<file path="src/rtl/joystick_dir_queue_if.sv">
// Pin-side joystick inputs, game tick and per-player direction outputs.
// The slave side is the decoder; the master side drives the buttons and tick.
interface joystick_dir_queue_if #(
  parameter int NUM_PLAYERS = 2
);
  logic [4*NUM_PLAYERS-1:0] btn_raw;
  logic                     tick;
  logic [2*NUM_PLAYERS-1:0] dir_out;
  logic [NUM_PLAYERS-1:0]   dir_changed;
  logic [NUM_PLAYERS-1:0]   queue_full;
  logic [NUM_PLAYERS-1:0]   turn_dropped;

  modport master (
    output btn_raw, tick,
    input  dir_out, dir_changed, queue_full, turn_dropped
  );

  modport slave (
    input  btn_raw, tick,
    output dir_out, dir_changed, queue_full, turn_dropped
  );
endinterface

</file>
<file path="src/rtl/joystick_dir_queue.sv">
// Per-player joystick sync/debounce, turn validation and a small turn queue drained one entry per tick.
// Raw edge reaches the queue after 2 + DEBOUNCE_CYCLES + 1 cycles; a full queue drops new turns (turn_dropped).
module joystick_dir_queue #(
  parameter int         NUM_PLAYERS     = 2,
  parameter int         DEBOUNCE_CYCLES = 50000,
  parameter int         QUEUE_DEPTH     = 2,
  parameter logic [3:0] INVERT_MASK     = 4'b1010,
  parameter logic [1:0] INIT_DIR        = 2'b00
) (
  input  logic clk,
  input  logic rst,
  joystick_dir_queue_if.slave js
);
  localparam int DBW  = $clog2(DEBOUNCE_CYCLES + 1);
  localparam int CNTW = $clog2(QUEUE_DEPTH + 1);
  localparam int PTRW = (QUEUE_DEPTH > 1) ? $clog2(QUEUE_DEPTH) : 1;
  localparam logic [DBW-1:0]  DB_LAST  = DBW'(DEBOUNCE_CYCLES - 1);
  localparam logic [PTRW-1:0] PTR_LAST = PTRW'(QUEUE_DEPTH - 1);
  localparam logic [CNTW-1:0] CNT_MAX  = CNTW'(QUEUE_DEPTH);

  for (genvar p = 0; p < NUM_PLAYERS; p++) begin : g_player
    logic [3:0]      sync1_q, sync2_q, level;
    logic [3:0]      deb_q, deb_d;
    logic [DBW-1:0]  dbc_q [4];
    logic [DBW-1:0]  dbc_d [4];
    logic            press_vld_q, press_vld_d;
    logic [1:0]      press_dir_q, press_dir_d;
    logic [1:0]      mem_q [QUEUE_DEPTH];
    logic [PTRW-1:0] rd_ptr_q, rd_ptr_d, wr_ptr_q, wr_ptr_d, tail_ptr;
    logic [CNTW-1:0] cnt_q, cnt_d;
    logic [1:0]      dir_q, dir_d, ref_dir;
    logic            chg_q, drop_q, full_q;
    logic            pop, accept, push, drop;

    assign level = sync2_q ^ INVERT_MASK;

    always_comb begin
      deb_d = deb_q;
      for (int b = 0; b < 4; b++) begin
        dbc_d[b] = '0;
        if (level[b] != deb_q[b]) begin
          if (dbc_q[b] == DB_LAST) deb_d[b] = level[b];
          else                     dbc_d[b] = dbc_q[b] + 1'b1;
        end
      end
    end

    // A press only counts if the new level is a single held button.
    always_comb begin
      press_dir_d = '0;
      for (int b = 0; b < 4; b++) begin
        if (deb_d[b]) press_dir_d = 2'(b);
      end
      press_vld_d = (|(deb_d & ~deb_q)) && ($countones(deb_d) == 1);
    end

    always_comb begin
      tail_ptr = (wr_ptr_q == '0) ? PTR_LAST : wr_ptr_q - 1'b1;
      ref_dir  = (cnt_q != '0) ? mem_q[tail_ptr] : dir_q;
      pop      = js.tick && (cnt_q != '0);
      accept   = press_vld_q && (press_dir_q != ref_dir) &&
                 (press_dir_q != (ref_dir ^ 2'b10));
      push     = accept && ((cnt_q != CNT_MAX) || pop);
      drop     = accept && !push;
      rd_ptr_d = pop  ? ((rd_ptr_q == PTR_LAST) ? '0 : rd_ptr_q + 1'b1) : rd_ptr_q;
      wr_ptr_d = push ? ((wr_ptr_q == PTR_LAST) ? '0 : wr_ptr_q + 1'b1) : wr_ptr_q;
      cnt_d    = cnt_q;
      if (push && !pop)      cnt_d = cnt_q + 1'b1;
      else if (pop && !push) cnt_d = cnt_q - 1'b1;
      dir_d    = pop ? mem_q[rd_ptr_q] : dir_q;
    end

    always_ff @(posedge clk) begin
      if (rst) begin
        sync1_q     <= INVERT_MASK;
        sync2_q     <= INVERT_MASK;
        deb_q       <= '0;
        for (int b = 0; b < 4; b++) dbc_q[b] <= '0;
        press_vld_q <= 1'b0;
        press_dir_q <= '0;
        for (int i = 0; i < QUEUE_DEPTH; i++) mem_q[i] <= '0;
        rd_ptr_q    <= '0;
        wr_ptr_q    <= '0;
        cnt_q       <= '0;
        dir_q       <= INIT_DIR;
        chg_q       <= 1'b0;
        drop_q      <= 1'b0;
        full_q      <= 1'b0;
      end else begin
        sync1_q     <= js.btn_raw[4*p +: 4];
        sync2_q     <= sync1_q;
        deb_q       <= deb_d;
        for (int b = 0; b < 4; b++) dbc_q[b] <= dbc_d[b];
        press_vld_q <= press_vld_d;
        press_dir_q <= press_dir_d;
        if (push) mem_q[wr_ptr_q] <= press_dir_q;
        rd_ptr_q    <= rd_ptr_d;
        wr_ptr_q    <= wr_ptr_d;
        cnt_q       <= cnt_d;
        dir_q       <= dir_d;
        chg_q       <= pop;
        drop_q      <= drop;
        full_q      <= (cnt_d == CNT_MAX);
      end
    end

    assign js.dir_out[2*p +: 2] = dir_q;
    assign js.dir_changed[p]    = chg_q;
    assign js.queue_full[p]     = full_q;
    assign js.turn_dropped[p]   = drop_q;
  end
endmodule

</file>
<file path="src/flat_wrapper.sv">
// flat-port wrapper written by rule: the top's interface ports become plain ports
module joystick_dir_queue_flat 
#(
  parameter int         NUM_PLAYERS     = 2,
  parameter int         DEBOUNCE_CYCLES = 50000,
  parameter int         QUEUE_DEPTH     = 2,
  parameter logic [3:0] INVERT_MASK     = 4'b1010,
  parameter logic [1:0] INIT_DIR        = 2'b00
)
  (clk, rst, js_btn_raw, js_tick, js_dir_out, js_dir_changed, js_queue_full, js_turn_dropped);
  joystick_dir_queue_if #(.NUM_PLAYERS(NUM_PLAYERS)) js_i ();
  input  logic clk;
  input  logic rst;
  input wire logic [$bits(js_i.btn_raw)-1:0] js_btn_raw;
  input wire logic [$bits(js_i.tick)-1:0] js_tick;
  output wire logic [$bits(js_i.dir_out)-1:0] js_dir_out;
  output wire logic [$bits(js_i.dir_changed)-1:0] js_dir_changed;
  output wire logic [$bits(js_i.queue_full)-1:0] js_queue_full;
  output wire logic [$bits(js_i.turn_dropped)-1:0] js_turn_dropped;
  assign js_i.btn_raw = js_btn_raw;
  assign js_i.tick = js_tick;
  assign js_dir_out = js_i.dir_out;
  assign js_dir_changed = js_i.dir_changed;
  assign js_queue_full = js_i.queue_full;
  assign js_turn_dropped = js_i.turn_dropped;
  joystick_dir_queue #(.NUM_PLAYERS(NUM_PLAYERS), .DEBOUNCE_CYCLES(DEBOUNCE_CYCLES), .QUEUE_DEPTH(QUEUE_DEPTH), .INVERT_MASK(INVERT_MASK), .INIT_DIR(INIT_DIR)) u_core (.clk(clk), .rst(rst), .js(js_i));
endmodule
</file>
<file path="config.mk">
export PLATFORM = sky130hd
export DESIGN_NAME = joystick_dir_queue_flat
export DESIGN_NICKNAME = d
export VERILOG_FILES = /design/src/rtl/joystick_dir_queue_if.sv /design/src/rtl/joystick_dir_queue.sv /design/src/flat_wrapper.sv
export SDC_FILE = /design/constraint.sdc
export NUM_CORES = 1
export LEC_CHECK = 0
export ABC_AREA = 1
export CORE_MARGIN = 2
export CORE_UTILIZATION = 25
export DETAILED_ROUTE_END_ITERATION = 12
export MAX_ROUTING_LAYER = met4
export PLACE_DENSITY = 0.46
export SLEW_MARGIN = 10
export SYNTH_ARGS = -nofsm -noshare
export SYNTH_HDL_FRONTEND = slang
export SYNTH_SLANG_ARGS = --single-unit
</file>
<file path="constraint.sdc">
create_clock -name clk -period 2.55 [get_ports clk]
set_clock_uncertainty 0.15 [all_clocks]
set_input_delay 0.51 -clock clk [delete_from_list [all_inputs] [get_ports clk]]
set_output_delay 0.51 -clock clk [all_outputs]
set_load 0.03 [all_outputs]
</file>
======== Word level (Yosys, flattened, before mapping) ========
Memory sizes are Yosys's and may differ from the RTL's. A register that Yosys moved wholly into a read port is not among the register bits.
Cells that the tools add are included.
cells by class
  add/sub/neg operators ................... 24
  equal/unequal tests ..................... 26
  mux-type cells .......................... 73
  bitwise logic cells ..................... 16
  reductions and logical operators ........ 28
operators by type and width
  operator               count
  $mux 16                24
  $add 16x1->16 const B  8
  $eq 16x16->1 const B   8
  $add 32x32->32         2
  $eq 32x2->1 const B    2
  $mux 1                 37
  $mux 2                 12
  $logic_and 1x1->1      16
  $add 1x1->2            4
  $and 4x4->4            2
  $ne 1x1->1             8
  $ne 2x2->1             4
  $not 4->4              2
  $or 1x1->1             8
  $reduce_or 4->1        2
  $add 1x1->1 const B    4
  $add 2x1->2 const B    2
  $eq 2x2->1 const B     2
  $logic_not 1->1        4
  $ne 2x2->1 const B     2
  $not 2->2              2
  $reduce_bool 2->1      2
  $reduce_or 2->1        2
  $sub 2x1->2 const B    2
  other kinds (3)        6
storage, ports and cells
  register bits ........................... 44
  RAM bits ................................ 136
  output and inout bits ................... 10
  logic and storage cells ................. 193
  memories ................................ 4
memories
  memory                    depth  width  read ports  clocked after memory_dff  write ports  RTL line                  RTL
  u_core.g_player[0].dbc_q  4      16     4           0                         4            joystick_dir_queue.sv:24  logic [DBW-1:0] dbc_q [4];
  u_core.g_player[1].dbc_q  4      16     4           0                         4            joystick_dir_queue.sv:24
  u_core.g_player[0].mem_q  2      2      2           1                         2            joystick_dir_queue.sv:28  logic [1:0] mem_q [QUEUE_DEPTH];
  u_core.g_player[1].mem_q  2      2      2           1                         2            joystick_dir_queue.sv:28

======== Longest topological paths before layout ========
Gate-level depths: netlist (run 1).
An unclocked memory read counts as a cell.
  word-level depth ........................ 13
  depth in mapped cells ................... 15

======== Least setup slack after synthesis (run 1) ========
No wires, ideal clock.
  kind .................................... reg-to-reg
  start point ............................. mem u_core.g_player[1].dbc_q[2][0] in the netlist's numbering
  end point ............................... reg u_core.g_player[1].press_vld_q
  setup time .............................. 0.064 ns
  arrival time ............................ 2.368 ns
  slack ................................... -0.032 ns
  cell stages (with the launch flop) ...... 15
  buffers on the path ..................... 0
  clock period less this slack ............ 2.582 ns
  cells stage by stage .................... dfxtp_1 -> ha_1 -> nand2_1 -> nor2_1 -> inv_1 -> nor2_1 -> nand2_1 -> o21ai_2 -> inv_2 -> ha_1 -> ha_1 -> fa_1 -> nor2_1 -> nand3_1 -> nor2_1
RTL lines
  item                    RTL line                  RTL
  start: declaration      joystick_dir_queue.sv:24
  end signal: assignment  joystick_dir_queue.sv:94  press_vld_q <= press_vld_d;
  end: declaration        joystick_dir_queue.sv:26  logic press_vld_q, press_vld_d;

==> results of run 1 <==
==> registers in the layout, summed over array words and instances (netlist names) <==
signal / count
u_core.g_player.mem_q: 8
u_core.g_player.cnt_q: 4
u_core.g_player.press_vld_q: 2
u_core.g_player.drop_q: 2
u_core.g_player.full_q: 2
u_core.g_player.dir_q: 4
u_core.g_player.deb_q: 8
u_core.g_player.dbc_q: 128
u_core.g_player.sync2_q: 8
u_core.g_player.wr_ptr_q: 2
u_core.g_player.press_dir_q: 4
u_core.g_player.chg_q: 2
u_core.g_player.rd_ptr_q: 2
u_core.g_player.sync1_q: 8
==> final cells by class <==
type | count | area (sq um)
tap | 448 | 561
multi-input combinational | 762 | 4290
timing repair buffer | 129 | 1030
clock inverter | 12 | 140
inverter | 172 | 647
sequential | 184 | 3780
fill | 3596 | 22800
clock buffer | 20 | 447
==> per-layer routing <==
layer  global-route usage (%)  up-vias
li1                         -     3935
met1                     13.1     3200
met2                     16.4       62
met3                     2.21       15
met4                     3.40        0
met5                        -        -
==> power groups by stage <==
stage	logic (uW)	registers (uW)	clock network (uW)
3_5_place_dp	103	2990	0
4_1_cts	103	2920	2770
2_1_floorplan	59.1	2990	0
6_report	101	2930	2660
5_1_grt	114	2930	2880
3_3_place_gp	102	2990	0
==> through the flow <==
stage	TNS (ns)	utilization, %	instances
after floorplan	0	-	1139
after global placement	-0.0931	29.4	1675
after detailed placement	-0.204	29.4	1675
after CTS	-0.0440	31.6	1718
after global routing	-0.333	32.3	1727
final	0	32.3	1727
==> critical path, stage by stage, from the launching register on <==
cell and delay, ns:
dfxtp_2 0.35, ha_4 0.14, nand2_2 0.06, inv_2 0.06, nand2_2 0.05, nor2_2 0.13, buf_4 0.12, nand2_1 0.05
nor2_2 0.17, nor2_4 0.06, ha_1 0.27, ha_2 0.18, fa_1 0.42, nor2_1 0.11, nand3_1 0.07, nor2_1 0.10
==> path summary, 6_finish.rpt <==
kind	cells past startpoint	endpoint	slack [ns]	from
setup / recovery	15	u_core.g_player[0].press_vld_q$_SDFF_PP0_	0.002	u_core.g_player[0].dbc_q[3][0]$_SDFF_PP0_
hold / removal	2	u_core.g_player[1].sync1_q[2]$_SDFF_PP0_	0.25	rst
setup reg to reg	15	u_core.g_player[0].press_vld_q$_SDFF_PP0_	0.002	u_core.g_player[0].dbc_q[3][0]$_SDFF_PP0_
hold reg to reg	1	u_core.g_player[1].sync2_q[3]$_SDFF_PP1_	0.26	u_core.g_player[1].sync1_q[3]$_SDFF_PP1_
==> cell families after synthesis <==
logic type,synth area share [%]
AOI/OAI and AO/OA,7.20
and+or+nand+nor,34.2
DFF,43.8
adders and majority gates,3.38
buffers and inverters,9.18
xor gates and xnor gates,2.24
==> layout by cell type, fill, tap and decap left out, types with 12 or more instances in the layout <==
master	netlist	final
nor3b_1	22	22
o21ai_0	18	17
nand3_2	13	13
nand3_1	55	54
clkbuf_16	0	17
inv_2	8	12
clkdlybuf4s50_1	0	19
nor3_1	60	56
inv_1	161	157
nand2_1	196	186
buf_4	10	108
nand2_2	4	12
dfxtp_2	0	12
nand4_1	27	27
nor2_2	21	22
nor2_4	6	15
nor2_1	158	148
dfxtp_1	176	164
xor2_1	19	19
a21oi_1	68	68
nor4_1	14	13
==> what timing repair did <==
item                                    CTS  global route
buffers inserted                         11             9
endpoints found under the setup margin    2             2
pin swaps                                12            25
gates resized for setup                  21            46
==> run metrics, run 1 <==
Slew @ Worst Pin 0.805 ns; M1 WL 8.95 mm; site row count 67; Relative slew margins between 40% and 50%; die area 35,900 sq um; Routed Antenna Nets 0; Leakage Power around 0.0039 uW; worst ir drop on vdd 0.000362 V; max-slew violations 0; vias in the first global route 6,879; Met3 Wirelength 432 microns; antenna diode count 0; # clock sinks approximately 180; routed wire length 17.3 mm; dpl ws -0.115 ns; GPL Wtd Cong roughly 0.76; Syn Std Cell Area 8600 sq um; Synthesized Nets 1,172; # hold bufs at CTS 0; proportion of layout cells with a drive suffix above 1 21.7%; DR WL/cell 9.99 microns; Residual DRC 0; H-tree depth 4; top sig layer met4; asr flop ratio synth 0%; register area share after synthesis 43.8%; Mapped Avg Cell Area 7.55 sq um; number of flops mapped to enable cells by yosys 8; Power Total 5690 uW; count leader, synth nand2_1; Max FO, Critical Path 3; status finished, final reports clean; Fin. Hold Viols 0; Net count, final 1,299; first-pass GRT wire length 30.3 mm; Seq pwr share 51.4%; clock-pin slew on the worst setup and hold paths 0.07 ns; critical path capture point type flip-flop; Crit Path Category reg2reg; largest net degree at the start of global routing 19; warnings from Yosys 0; combinational group share of total power under 10%; post-synth cell types between 40 and 50; Die Width 189 microns; total number of vias about 7.2k; Required @ worst endpoint 2.77 ns; area delta synth->final 26.5%; Clk Latency, worst-skew pair 0.43 ns; DP Area 9900 sq um; sw power 1240 uW; Global Route Usage Sum 10.3%; initial DRC count roughly 400; CTS Root Cell clkbuf_16; post-route cell area 10,900 sq um; Synth top area share 41.0%; Post-synth top flop dfxtp_1; Pwr Density 523 nW/um^2; grt total ovfl 0; IO Count 21; 1st-pass router iterations 4; hpwl dp about 12 mm; CORE AREA 33,700 sq um; Max Fclk slightly below 0.4 GHz; CTS tree built; commonest cells in the netlist nand2_1, dfxtp_1, inv_1; CP Data Arrival Time 2.77 ns; vias per cell 4.18; Syn Inst Count 1,139; Final min period ~2.5 ns; met2 WL post-DR about 7.6 mm; largest cells by area after synthesis dfxtp_1, nand2_1, inv_1; Die H 189 microns; RSZ-0062 raised after global routing true; IO buf count 20; clock power share 46.8%; Initial Utilization 25.5%; Synth area leader dfxtp_1; startpoint types flip-flop; hold crit path type in2reg; cell internal pwr 4440 uW; Worst Slack Setup Final 0.00185 ns; hold_ws 0.251 ns; CTS Buf Count 17; fin crit share 99.9%; CTS max path bufs 2; final setup violating endpoints 0; Net Sw Frac between 20% and 30%; initial antenna violation count 0; maxcap violations 0; FF+latch count, synth 184
Note: power is estimated with default switching activity, not from simulation.
==> run 2, diff against run 1 <==
--- a/config.mk
+++ b/config.mk
@@ -5,8 +5,6 @@
 export SDC_FILE = /design/constraint.sdc
 export NUM_CORES = 1
 export LEC_CHECK = 0
-export ABC_AREA = 1
-export CORE_MARGIN = 2
 export CORE_UTILIZATION = 25
 export DETAILED_ROUTE_END_ITERATION = 12
 export MAX_ROUTING_LAYER = met4
==> run metrics, run 2 <==
hpwl dp 11.2 mm (was 12.4 mm); first-pass GRT wire length 27.4 mm (was 30.3 mm); Max FO, Critical Path 5 (was 3); hold crit path type reg2reg (was in2reg); Fin. Hold Viols 0 (unchanged); CP cell instances nor4_2 -> and3_1 -> nand4_1 -> mux2i_2 -> ha_1 -> ha_4 -> fa_1 -> or4b_4 -> a31oi_2 (was ha_4 -> nand2_2 -> inv_2 -> nand2_2 -> nor2_2 -> buf_4 -> nand2_1 -> nor2_2 -> nor2_4 -> ha_1 -> ha_2 -> fa_1 -> nor2_1 -> nand3_1 -> nor2_1); max-slew violations 0 (unchanged); Syn Inst Count 852 (was 1,139); site row count 64 (was 67); Pwr Density 599 nW/um^2 (was 523 nW/um^2); maxcap violations 0 (unchanged); clock-pin slew on the worst setup and hold paths 0.07 ns (about the same); met1 GRT Util 13.5% (was 13.1%); CP Data Arrival Time 3.21 ns (was 2.77 ns); Crit Path Category reg2reg (unchanged); Power Total 6190 uW (was 5690 uW); 1st-pass router iterations 4 (unchanged); Routed Antenna Nets 0 (unchanged); Synth area leader dfxtp_1 (unchanged); Crit path largest cell delay 0.49 ns (was 0.42 ns); Die Width 180 microns (was 189 microns); DR WL/cell 10.8 microns (was 9.99 microns); number of flops mapped to enable cells by yosys 8 (unchanged); IO buf count 20 (unchanged); Final min period 3.01 ns (was 2.55 ns); warnings from Yosys 0 (unchanged); commonest cells in the netlist dfxtp_1, nor2_1, xor2_1 (was nand2_1, dfxtp_1, inv_1); die area 32,500 sq um (was 35,900 sq um); FF+latch count, synth 184 (unchanged); GPL Wtd Cong 0.749 (was 0.760); commonest non-fill, non-tap cell in the layout dfxtp_1 (was nand2_1); count leader, synth dfxtp_1 (was nand2_1); Global Route Usage Sum 10.5% (was 10.3%); Clk Latency, worst-skew pair 0.43 ns (about the same); commonest non-fill, non-tap cells in the layout dfxtp_1, nor2_1, buf_4 (was nand2_1, dfxtp_1, inv_1); initial antenna violation count 0 (unchanged); Mapped Avg Cell Area 9.34 sq um (was 7.55 sq um); # clock sinks 184 (unchanged); IO Count 21 (unchanged); Synthesized Nets 885 (was 1,172); Required @ worst endpoint 2.75 ns (was 2.77 ns); grt total ovfl 0 (unchanged); Slew @ Worst Pin 0.667 ns (was 0.805 ns); CTS tree built (unchanged); CORE AREA 30,900 sq um (was 33,700 sq um); proportion of layout cells with a drive suffix above 1 21.8% (was 21.7%); CTS Buf Count 17 (unchanged); critical path capture point type flip-flop (unchanged); register area share after synthesis 47.3% (was 43.8%); Post-synth top flop dfxtp_1 (unchanged); Relative slew margins 55.6% (was 46.2%); CTS Root Cell clkbuf_16 (unchanged); area delta synth->final 29.9% (was 26.5%); Net count, final 1,043 (was 1,299); initial DRC count 210 (was 404); CP bufs+invs 0 (was 2); # hold bufs at CTS 0 (unchanged); Leakage Power 0.00399 uW (was 0.00395 uW); vias in the first global route 5,920 (was 6,879); met2 Track Usage GR 16.3% (was 16.4%); Largest Register u_core.g_player.dbc_q (unchanged); total number of vias 5,926 (was 7,212); CTS max path bufs 2 (unchanged); violated checks setup timing; Synth top area share 44.3% (was 41.0%); worst ir drop on vdd 0.000425 V (was 0.000362 V); antenna diode count 0 (unchanged); largest cells by area after synthesis dfxtp_1, xor2_1, nor2_1 (was dfxtp_1, nand2_1, inv_1); Die H 180 microns (was 189 microns); Syn Std Cell Area 7960 sq um (was 8600 sq um); post-route setup TNS -0.774 ns (was 0 ns); H-tree depth 4 (unchanged); vias per cell 4.18 (about the same); routed wire length 15.4 mm (was 17.3 mm); final setup violating endpoints 2 (was 0); Most Crowded Layer GR met2 (unchanged); asr flop ratio synth 0% (unchanged); R2R setup slack -0.46 ns (was 0.002 ns); status finished, violations left (was finished, final reports clean); startpoint types flip-flop (unchanged); Residual DRC 0 (unchanged); Initial Utilization 25.7% (was 25.5%); met3 Resource Use GR 2.24% (was 2.21%); max reg flops 128 (unchanged); largest net degree at the start of global routing 34 (was 19); largest delay contributor family on the critical path simple AND/OR/NAND/NOR gates (was adder cells); Max Fclk 0.332 GHz (was 0.392 GHz); post-synth cell types 50 (was 46); RSZ-0062 raised after global routing true (unchanged); fin crit share 118% (was 99.9%); Post-CTS Setup Inserts 0 (was 11); Worst Slack Setup Final -0.464 ns (was 0.00185 ns); CP max stage cell or4b_4 (was fa_1); # fillers 3,221 (was 3,596)
## run 2: changes by cell type after synthesis, sizes merged, moves of 18 or more
cell / change
nand2: -156
nor2: -30
nand3: -26
o21ai: -18
nor2b: +18
a21oi: -67
inv: -144
clkbuf: +18
nor3: -51
xor2: +56
and3: +39
nor3b: -25
xnor2: +46
## run 2: final timing paths
| kind | to | depth (start not counted) | startpoint |
|---|---|---|---|
| max reg2reg | u_core.g_player[1].press_vld_q$_SDFF_PP0_ | 9 | u_core.g_player[1].dbc_q[3][4]$_SDFF_PP0_ |
| max | u_core.g_player[1].press_vld_q$_SDFF_PP0_ | 9 | u_core.g_player[1].dbc_q[3][4]$_SDFF_PP0_ |
| min | u_core.g_player[0].sync2_q[1]$_SDFF_PP1_ | 1 | u_core.g_player[0].sync1_q[1]$_SDFF_PP1_ |
| min reg2reg | u_core.g_player[0].sync2_q[1]$_SDFF_PP1_ | 1 | u_core.g_player[0].sync1_q[1]$_SDFF_PP1_ |
## run 2: repair_timing
item,4_1_cts,5_1_grt
resized for setup,4,4
pin swaps,4,2
setup endpoints to repair,2,10
hold endpoints to repair,0,0
## run 2: routing by layer
| metal | vias to the layer above | routed length (microns) | part of all wire (%) |
|---|---|---|---|
| li1 | 3195 | - | - |
| met1 | 2686 | 8180 | 53 |
| met2 | 30 | 6690 | 44 |
| met3 | 15 | 304 | 2.0 |
| met4 | 0 | 176 | 1.1 |
| met5 | - | 0 | 0 |
## run 2: through the flow
stage               setup WS, ns  hold WS [ns]  utilization [%]  instances  instance area [sq um]
global route              -0.605         0.289             33.4       1419                  10300
floorplan                 -0.362         0.239                -        852                   8060
detailed placement        -0.470         0.248             31.5       1387                   9720
CTS                       -0.483         0.264             33.4       1419                  10300
global placement          -0.415         0.252             31.5       1387                   9720
finish                    -0.464         0.259             33.4       1419                  10300
## run 2: report_power, final
part           switching (uW)  internal (uW)
clock                    1120           1460
sequential               63.2           2980
combinational             293            272
## run 2: layout make-up
type	instances	area, sq um	area share (%)
Clock buffer	19	443	4.28
Clock inverter	13	129	1.25
Inverter	25	93.8	0.908
Multi-Input combinational cell	614	4100	39.7
Sequential cell	184	3770	36.5
Tap cell	396	495	4.79
Timing Repair Buffer	168	1310	12.6
## run 2: cells by family after synthesis
group	after synthesis	synth area share (%)
compound gates	27	2.34
xor+xnor	124	13.6
fa+ha+maj	22	3.65
buf+inv	54	2.85
flops	184	47.3
mux	20	2.58
simple gates	421	27.6
## run 2: worst register-to-register path, cell delays in order, from the launching register on
cell	delay (ns)
dfxtp_2	0.32
nor4_2	0.25
and3_1	0.18
nand4_1	0.19
mux2i_2	0.29
ha_1	0.29
ha_4	0.17
fa_1	0.44
or4b_4	0.49
a31oi_2	0.16
